### src/rtl/uart_tx_ctrl_if.sv
// Byte-in handshake plus the frame/strobe outputs that feed the downstream PTS shift register.
interface uart_tx_ctrl_if #(
    parameter int unsigned FIFO_DEPTH = 4
) ();
    logic [7:0]                  tx_data;
    logic                        tx_valid;
    logic                        tx_ready;
    logic [9:0]                  parallel_out;
    logic                        load_enable;
    logic                        shift_enable;
    logic                        tx_busy;
    logic [$clog2(FIFO_DEPTH):0] fifo_count;

    modport master (
        output tx_data, tx_valid,
        input  tx_ready, parallel_out, load_enable, shift_enable, tx_busy, fifo_count
    );

    modport slave (
        input  tx_data, tx_valid,
        output tx_ready, parallel_out, load_enable, shift_enable, tx_busy, fifo_count
    );
endinterface

### src/rtl/uart_tx_ctrl.sv
// UART transmit controller: byte FIFO plus start/8N/stop framing that strobes an external
// LSB-first PTS shift register once per bit period.
module uart_tx_ctrl #(
    parameter int unsigned CLKS_PER_BIT = 16,
    parameter int unsigned FIFO_DEPTH   = 4
) (
    input logic           clk,
    input logic           n_rst,
    uart_tx_ctrl_if.slave bus
);
    localparam int unsigned PW = $clog2(FIFO_DEPTH);
    localparam int unsigned CW = PW + 1;
    localparam int unsigned BW = $clog2(CLKS_PER_BIT);
    localparam logic [PW:0]   DEPTH_C  = CW'(FIFO_DEPTH);
    localparam logic [BW-1:0] BAUD_MAX = BW'(CLKS_PER_BIT - 1);

    typedef enum logic [1:0] {IDLE, LOAD, SEND, STOP} state_t;

    state_t        state_q;
    logic [7:0]    mem_q [FIFO_DEPTH];
    logic [PW-1:0] wr_ptr_q;
    logic [PW-1:0] rd_ptr_q;
    logic [PW:0]   count_q;
    logic [PW:0]   count_d;
    logic [BW-1:0] baud_cnt_q;
    logic [3:0]    bit_cnt_q;
    logic [9:0]    parallel_q;
    logic          load_q;
    logic          shift_q;
    logic          busy_q;
    logic          ready_q;
    logic          push;
    logic          pop;
    logic [9:0]    head_frame;

    always_comb begin
        push       = bus.tx_valid && ready_q;
        pop        = (state_q == LOAD);
        head_frame = {1'b1, mem_q[rd_ptr_q], 1'b0};
        count_d    = count_q;
        if (push && !pop) begin
            count_d = count_q + CW'(1);
        end else if (pop && !push) begin
            count_d = count_q - CW'(1);
        end
    end

    always_ff @(posedge clk) begin
        if (push) begin
            mem_q[wr_ptr_q] <= bus.tx_data;
        end
    end

    // Strobes are registered, so each is set on the edge before the cycle it must be high in.
    always_ff @(posedge clk or negedge n_rst) begin
        if (!n_rst) begin
            state_q    <= IDLE;
            wr_ptr_q   <= '0;
            rd_ptr_q   <= '0;
            count_q    <= '0;
            baud_cnt_q <= '0;
            bit_cnt_q  <= '0;
            parallel_q <= '1;
            load_q     <= 1'b0;
            shift_q    <= 1'b0;
            busy_q     <= 1'b0;
            ready_q    <= 1'b1;
        end else begin
            load_q  <= 1'b0;
            shift_q <= 1'b0;
            count_q <= count_d;
            ready_q <= (count_d < DEPTH_C);
            if (push) begin
                wr_ptr_q <= wr_ptr_q + PW'(1);
            end
            if (pop) begin
                rd_ptr_q <= rd_ptr_q + PW'(1);
            end

            case (state_q)
                IDLE: begin
                    if (count_q != '0) begin
                        state_q    <= LOAD;
                        load_q     <= 1'b1;
                        busy_q     <= 1'b1;
                        parallel_q <= head_frame;
                    end
                end
                LOAD: begin
                    state_q    <= SEND;
                    bit_cnt_q  <= '0;
                    baud_cnt_q <= '0;
                    shift_q    <= 1'b1;
                end
                SEND: begin
                    if (baud_cnt_q == '0) begin
                        bit_cnt_q  <= bit_cnt_q + 4'd1;
                        baud_cnt_q <= BAUD_MAX;
                        if (bit_cnt_q == 4'd9) begin
                            state_q <= STOP;
                        end
                    end else begin
                        baud_cnt_q <= baud_cnt_q - BW'(1);
                        shift_q    <= (baud_cnt_q == BW'(1));
                    end
                end
                STOP: begin
                    baud_cnt_q <= baud_cnt_q - BW'(1);
                    // Decide one cycle early so the next LOAD lands exactly 10*B+1 after the last.
                    if (baud_cnt_q == BW'(1)) begin
                        if (count_q != '0) begin
                            state_q    <= LOAD;
                            load_q     <= 1'b1;
                            parallel_q <= head_frame;
                        end else begin
                            state_q <= IDLE;
                            busy_q  <= 1'b0;
                        end
                    end
                end
                default: state_q <= IDLE;
            endcase
        end
    end

    assign bus.tx_ready     = ready_q;
    assign bus.parallel_out = parallel_q;
    assign bus.load_enable  = load_q;
    assign bus.shift_enable = shift_q;
    assign bus.tx_busy      = busy_q;
    assign bus.fifo_count   = count_q;
endmodule
### src/flat_wrapper.sv
// flat-port wrapper written by rule: the top's interface ports become plain ports
module uart_tx_ctrl_flat 
#(
    parameter int unsigned CLKS_PER_BIT = 16,
    parameter int unsigned FIFO_DEPTH   = 4
)
  (clk, n_rst, bus_tx_data, bus_tx_valid, bus_tx_ready, bus_parallel_out, bus_load_enable, bus_shift_enable, bus_tx_busy, bus_fifo_count);
  uart_tx_ctrl_if #(.FIFO_DEPTH(FIFO_DEPTH)) bus_i ();
  input logic clk;
  input logic n_rst;
  input wire logic [$bits(bus_i.tx_data)-1:0] bus_tx_data;
  input wire logic [$bits(bus_i.tx_valid)-1:0] bus_tx_valid;
  output wire logic [$bits(bus_i.tx_ready)-1:0] bus_tx_ready;
  output wire logic [$bits(bus_i.parallel_out)-1:0] bus_parallel_out;
  output wire logic [$bits(bus_i.load_enable)-1:0] bus_load_enable;
  output wire logic [$bits(bus_i.shift_enable)-1:0] bus_shift_enable;
  output wire logic [$bits(bus_i.tx_busy)-1:0] bus_tx_busy;
  output wire logic [$bits(bus_i.fifo_count)-1:0] bus_fifo_count;
  assign bus_i.tx_data = bus_tx_data;
  assign bus_i.tx_valid = bus_tx_valid;
  assign bus_tx_ready = bus_i.tx_ready;
  assign bus_parallel_out = bus_i.parallel_out;
  assign bus_load_enable = bus_i.load_enable;
  assign bus_shift_enable = bus_i.shift_enable;
  assign bus_tx_busy = bus_i.tx_busy;
  assign bus_fifo_count = bus_i.fifo_count;
  uart_tx_ctrl #(.CLKS_PER_BIT(CLKS_PER_BIT), .FIFO_DEPTH(FIFO_DEPTH)) u_core (.clk(clk), .n_rst(n_rst), .bus(bus_i));
endmodule
### config.mk
export PLATFORM = sky130hd
export DESIGN_NAME = uart_tx_ctrl_flat
export DESIGN_NICKNAME = d
export VERILOG_FILES = /design/src/rtl/uart_tx_ctrl_if.sv /design/src/rtl/uart_tx_ctrl.sv /design/src/flat_wrapper.sv
export SDC_FILE = /design/constraint.sdc
export NUM_CORES = 1
export LEC_CHECK = 0
export ABC_AREA = 1
export CORE_ASPECT_RATIO = 0.6
export CORE_MARGIN = 1
export CORE_UTILIZATION = 47
export CTS_BUF_LIST = sky130_fd_sc_hd__clkbuf_4
export DETAILED_ROUTE_END_ITERATION = 6
export HOLD_SLACK_MARGIN = 0.05
export PLACE_DENSITY = 0.68
export SYNTH_ARGS = -nofsm -noshare
export SYNTH_HDL_FRONTEND = slang
export SYNTH_SLANG_ARGS = --single-unit
### constraint.sdc
create_clock -name clk -period 2.5 [get_ports clk]
set_input_delay 0.75 -clock clk [delete_from_list [all_inputs] [get_ports clk]]
set_output_delay 0.75 -clock clk [all_outputs]
set_load 0.01 [all_outputs]
==> Yosys cells after proc, flatten, opt, wreduce, memory -nomap -nowiden <==
Memories as Yosys holds them, arrays and structs flattened.
Index checks and enable logic that the tools add are counted.
{ "word_totals": {"register_bits": 31, "latch_bits": 0, "ram_bits": 32, "mem_bits_ro": 0, "in_bits": 11, "output_inout_bits": 17, "elab_cells": 70, "mem_count": 1} }
{ "classes": {"add_sub_neg": 6, "n_mul": 0, "div_mod_pow": 0, "magnitude_cmp": 1, "eq_ne": 10, "shifts": 0, "mux": 26, "bitwise": 0, "reduce_logical": 15} }
{ "memory_table": {"columns": ["name", "depth", "width", "rd", "rd_ports_with_merged_regs", "write_ports", "line_no", "source"], "rows": [
  ["u_core.mem_q", 4, 8, 1, 0, 1, "uart_tx_ctrl.sv:20", "logic [7:0] mem_q [FIFO_DEPTH];"]
]} }
{ "op_table": {"columns": ["op", "count"], "rows": [
  ["$mux 10", 2],
  ["$pmux 10 s2", 1],
  ["$pmux 4 s3", 1],
  ["$mux 1", 9],
  ["$mux 2", 4],
  ["$mux 4", 2],
  ["$ne 2x1->1 const B", 4],
  ["$pmux 2 s4", 1],
  ["$pmux 4 s2", 1],
  ["$reduce_and 4->1", 2],
  ["$mux 3", 2],
  ["$pmux 1 s2", 3],
  ["$reduce_bool 3->1", 2],
  ["$add 2x1->2 const B", 2],
  ["$add 4x1->4 const B", 1],
  ["$eq 2x2->1 const B", 2],
  ["$eq 4x1->1 const B", 1],
  ["$eq 4x4->1 const B", 1],
  ["$logic_not 4->1", 1],
  ["$reduce_and 2->1", 2],
  ["$reduce_bool 2->1", 2],
  ["$sub 4x1->4 const B", 1],
  ["$add 3x1->3 const B", 1],
  ["$logic_and 1x1->1", 3],
  ["6 further kinds", 7]
]} }

==> Logic depth before layout (Yosys ltp) <==
{ "depth": {"word_depth": 6, "ltp_mapped": 10} }

==> Least setup slack after synthesis <==
Ideal clock, no wire load.
{ "synth_timing": {"path_type": "input port to flip-flop", "from": "in bus_tx_valid", "to": "reg u_core.ready_q, in the netlist u_core.bus.tx_ready", "setup_ns": 0.073, "arrival_time_ns": 1.584, "slack_ns": 0.842, "stages": 9, "n_path_buf": 0, "cell_sequence": "nand2_1 > inv_1 > ha_1 > nor2_1 > nand2_1 > nand2_1 > nand2_1 > nand2_1 > inv_1"} }
{ "synth_via": {"elab_chain_cells": 6, "word_cells_on_any_way": 7} }
{ "synth_lines": {"columns": ["element", "line_no", "source"], "rows": [
  ["start, declared", "flat_wrapper.sv:12", "input wire logic [$bits(bus_i.tx_valid)-1:0] bus_tx_valid;"],
  ["$logic_and 1x1->1 (*)", "uart_tx_ctrl.sv:37", "push = bus.tx_valid && ready_q;"],
  ["via u_core.push", "uart_tx_ctrl.sv:32", "logic push;"],
  ["$logic_not 1->1", "uart_tx_ctrl.sv:43", "end else if (pop && !push) begin"],
  ["$logic_and 1x1->1", "uart_tx_ctrl.sv:43", null],
  ["$mux 3", "uart_tx_ctrl.sv:43", null],
  ["$mux 3 (*)", "uart_tx_ctrl.sv:41", "if (push && !pop) begin"],
  ["via u_core.count_d[2]", "uart_tx_ctrl.sv:24", "logic [PW:0] count_d;"],
  ["$lt 3x3->1 (*)", "uart_tx_ctrl.sv:72", "ready_q <= (count_d < DEPTH_C);"],
  ["end signal, assigned", "uart_tx_ctrl.sv:72", null],
  ["end, declared", "uart_tx_ctrl.sv:31", "logic ready_q;"]
]} }
Mark *: on every way through the listed nets, which the timed path passes. The rest lies on a longest branch.
A chain may end at the register's enable or synchronous reset.

==> Worst setup path after layout <==
{ "layout_timing": {"from": "reg u_core.parallel_q[5], in the netlist u_core.bus.parallel_out[5]", "to": "out bus_parallel_out[5]"} }
{ "layout_lines": {"columns": ["element", "line_no", "source"], "rows": [
  ["start, declared", "uart_tx_ctrl.sv:27", "logic [9:0] parallel_q;"],
  ["start signal, assigned", "uart_tx_ctrl.sv:86", "parallel_q <= head_frame;"],
  ["start signal, assigned", "uart_tx_ctrl.sv:114", "parallel_q <= head_frame;"],
  ["end, declared", "flat_wrapper.sv:14", "output wire logic [$bits(bus_i.parallel_out)-1:0] bus_parallel_out;"]
]} }
No word-level cell between the ends.

==> flow_summary.toml <==
[logic_synthesis]
syn_area_um2 = 2872
yosys_warnings = 0
syn_nets = 312
synthAdderAreaFrac = 0.08279
synth_ff_type = "edfxtp_1"
synth_top_area_share = 0.3346
syn_inst = 282
synth_most_common_cell = "nand2_1"
yosys_register_bits = 62
ys_seq_area_frac = 0.6004
synth_mux_area_frac = 0
synthTopCellsByCount = "63 x nand2_1, 35 x nor2_1, 32 x edfxtp_1"
yosys.area_share.simple = 0.1656
synth_top_family_by_area = "simple AND/OR/NAND/NOR gates"
synth_compound_area_frac = 0.08366
avgSynthCellArea_um2 = 10.18
ys_types = 30
yosys.area.top_type = "edfxtp_1"
synth_edf_count = 32
synthXorXnorAreaFrac = 0.01220
async_reset_ff_frac = 0.4839
synth_area_leaders = "edfxtp_1 33%, dfrtp_1 17%, dfstp_2 9.2%"

[cells_and_area]
drive_above_1_share = 0.1269
syn2layout_area_growth_pct = 18.52
multi_input_area_um2 = 992.2
seq_area_um2 = 1724
design_area_um2 = 3403
fill_cells = 528
num_antenna_cells = 0
fin_nets = 348

[drt]
route.detailed.drc = 0
wire_per_inst_um = 13.45
vias = 1947
first_iter_violations = 73
drtAntennaViolNets = 0
viasPerCell = 4.831
drt-total-wl_um = 5422
drtPass1Iterations = 4

[setup_path]
reg2reg_slack_ps = 780
endpoint = "bus_parallel_out[5]"
crit_chain = "clkdlybuf4s50_1"
cp_num_buf_inv = 1
crit_type = "flop to primary output"
rr_worst_depth = 8
cp_slowest_cell = "dfstp_2"
worstPathRequired_ps = 1750
path_max_fanout = 2
crit_path_end_kind = "primary output"
slowest_delay_ps = 560
regToRegEndpoint = "u_core.bus.parallel_out[3]$_DFFE_PN1P_"
crit_family = "flip-flops"
worstSetupStartpointType = "flop"
path_depth = 1
startpoint = "u_core.bus.parallel_out[5]$_DFFE_PN1P_"
critPathArrivalTime_ps = 1520
r2r-start = "u_core.state_q[0]$_DFFE_PN0P_"

[sta]
slew_viol_final = 0
finalSetupTns_ps = 0
finalCriticalPeriod_ps = 2274
skew_ps = 11.71
fmax_mhz = 439.8
setup_viol = 0
rsz0062_at_grt = "false"
period_share = 0.9094
final-hold-violation-count = 0

[floorplan]
start_util = 0.5013
die_y_um = 62.55
fp.dieW_um = 102.9
std_cell_rows = 21
die-area_um2 = 6437
ios = 28
fp.coreArea_um2 = 5728

[power_and_ir_drop]
p_int_uw = 2559
seqPwrFrac = 0.378
powerDensity_nw_per_um2 = 1249
p_sw_uw = 1693
p_comb_frac = 0.436
vdd_ir_drop_max_mv = 0.5207
p_leak_uw = 0.001470
switching_share = 0.3982
clkPwrFrac = 0.186

[clocking]
ctsHoldBuffers = 0
clock_latency_ps = 410
cts-root-buf = "clkbuf_4"
ctsHtreeMaxLevel = 3
cts_sinks = 62
clk_pin_slew_worst_paths_ps = 110
cts_setup_buffers = 0
cts-buffers-inserted = 9
cts_buffer_depth = 2
cts_resized = 0
cts_tree = "done"

[placed_design]
portBuffers = 26
gp_congestion = 0.8076
dp_hpwl_um = 3901
placed_area_um2 = 3237

[status]
status = "finished clean"

[job]
drv.max_cap_violation_count = 0

[grt]
grt_pass1_wl_um = 9239
grtUsageTotal = 0.1959
antenna_found_initial = 0
grt_pass1_vias = 1921
overflow = 0
grt_start_max_net_pins = 31

[hold_path]
hold_path.class = "flop to flop"
[worst min-delay path by stage]
stage / from / to / slack (ps) / cells past startpoint
6_report: u_core.bus.parallel_out[0]$_DFFE_PN1P_ / u_core.bus.parallel_out[0]$_DFFE_PN1P_ / 450 / 2
5_1_grt: u_core.bus.parallel_out[0]$_DFFE_PN1P_ / u_core.bus.parallel_out[0]$_DFFE_PN1P_ / 470 / 2
4_1_cts: u_core.bus.parallel_out[0]$_DFFE_PN1P_ / u_core.bus.parallel_out[0]$_DFFE_PN1P_ / 450 / 2
3_5_place_dp: u_core.bus.parallel_out[0]$_DFFE_PN1P_ / u_core.bus.parallel_out[0]$_DFFE_PN1P_ / 440 / 2
3_3_place_gp: u_core.bus.parallel_out[0]$_DFFE_PN1P_ / u_core.bus.parallel_out[0]$_DFFE_PN1P_ / 430 / 2
2_1_floorplan: n_rst / u_core.baud_cnt_q[0]$_DFFE_PN0N_ / 450 / 0
[sequential cells by signal (all words and copies together), names as in the netlist]
register and flops:
u_core.bus.tx_ready 1, u_core.wr_ptr_q 2, u_core.bit_cnt_q 4, u_core.bus.load_enable 1, u_core.bus.shift_enable 1, u_core.rd_ptr_q 2
u_core.mem_q 32, u_core.baud_cnt_q 4, u_core.bus.parallel_out 9, u_core.bus.tx_busy 1, u_core.bus.fifo_count 3, u_core.state_q 2
[power groups by stage]
stage	sequential [uW]	clock, uW	combinational, uW
floorplan	1630	0	1230
global placement	1630	0	1800
detailed placement	1630	0	1860
CTS	1610	817	1870
global route	1640	859	2130
finish	1610	790	1850
[routing by layer]
layer	wire length (um)	GRT usage
met1	2715	0.2796
met3	311	0.07383
met2	2313	0.2717
met4	81	0.07042
met5	0	0
[cell usage in the layout, fill, tap and decap left out, types with 9 or more instances in the layout]
| master | instances |
|---|---|
| nand2_1 | 63 |
| nor2_1 | 35 |
| edfxtp_1 | 32 |
| inv_1 | 26 |
| o21ai_0 | 26 |
| clkdlybuf4s50_1 | 26 |
| dfrtp_1 | 20 |
| ha_1 | 19 |
| nand3_1 | 10 |
| o21ai_1 | 10 |
| dfstp_2 | 10 |
| clkbuf_4 | 9 |
[cell families (layout without fill, tap and decap cells)]
family          count (synthesis)  in the layout
simple gates                  115            115
flops                          62             62
compound gates                 44             44
fa+ha+maj                      19             19
buf+inv                        37             78
xor+xnor                        4              4
other cells                     1              1
[layout make-up]
| cell class | count | area share |
|---|---|---|
| Clock buffer | 9 | 0.01985 |
| Clock inverter | 7 | 0.02904 |
| Inverter | 30 | 0.03382 |
| Multi-Input combinational cell | 183 | 0.2915 |
| Sequential cell | 62 | 0.5066 |
| Tap cell | 80 | 0.02941 |
| Timing Repair Buffer | 32 | 0.08971 |
[per-stage QoR]
step           instances  worst slack, ps    util  total power (uW)  hold WS, ps
3_5_place_dp         387            270.6  0.5651              3487        435.7
2_1_floorplan        282            842.5       -              2868        449.7
5_1_grt              403            188.0  0.5941              4633        474.1
3_3_place_gp         387            321.5  0.5651              3431        431.9
4_1_cts              403            204.9  0.5941              4295        453.7
6_report             403            226.5  0.5941              4252        448.6
Power figures use the tool's default switching activity.
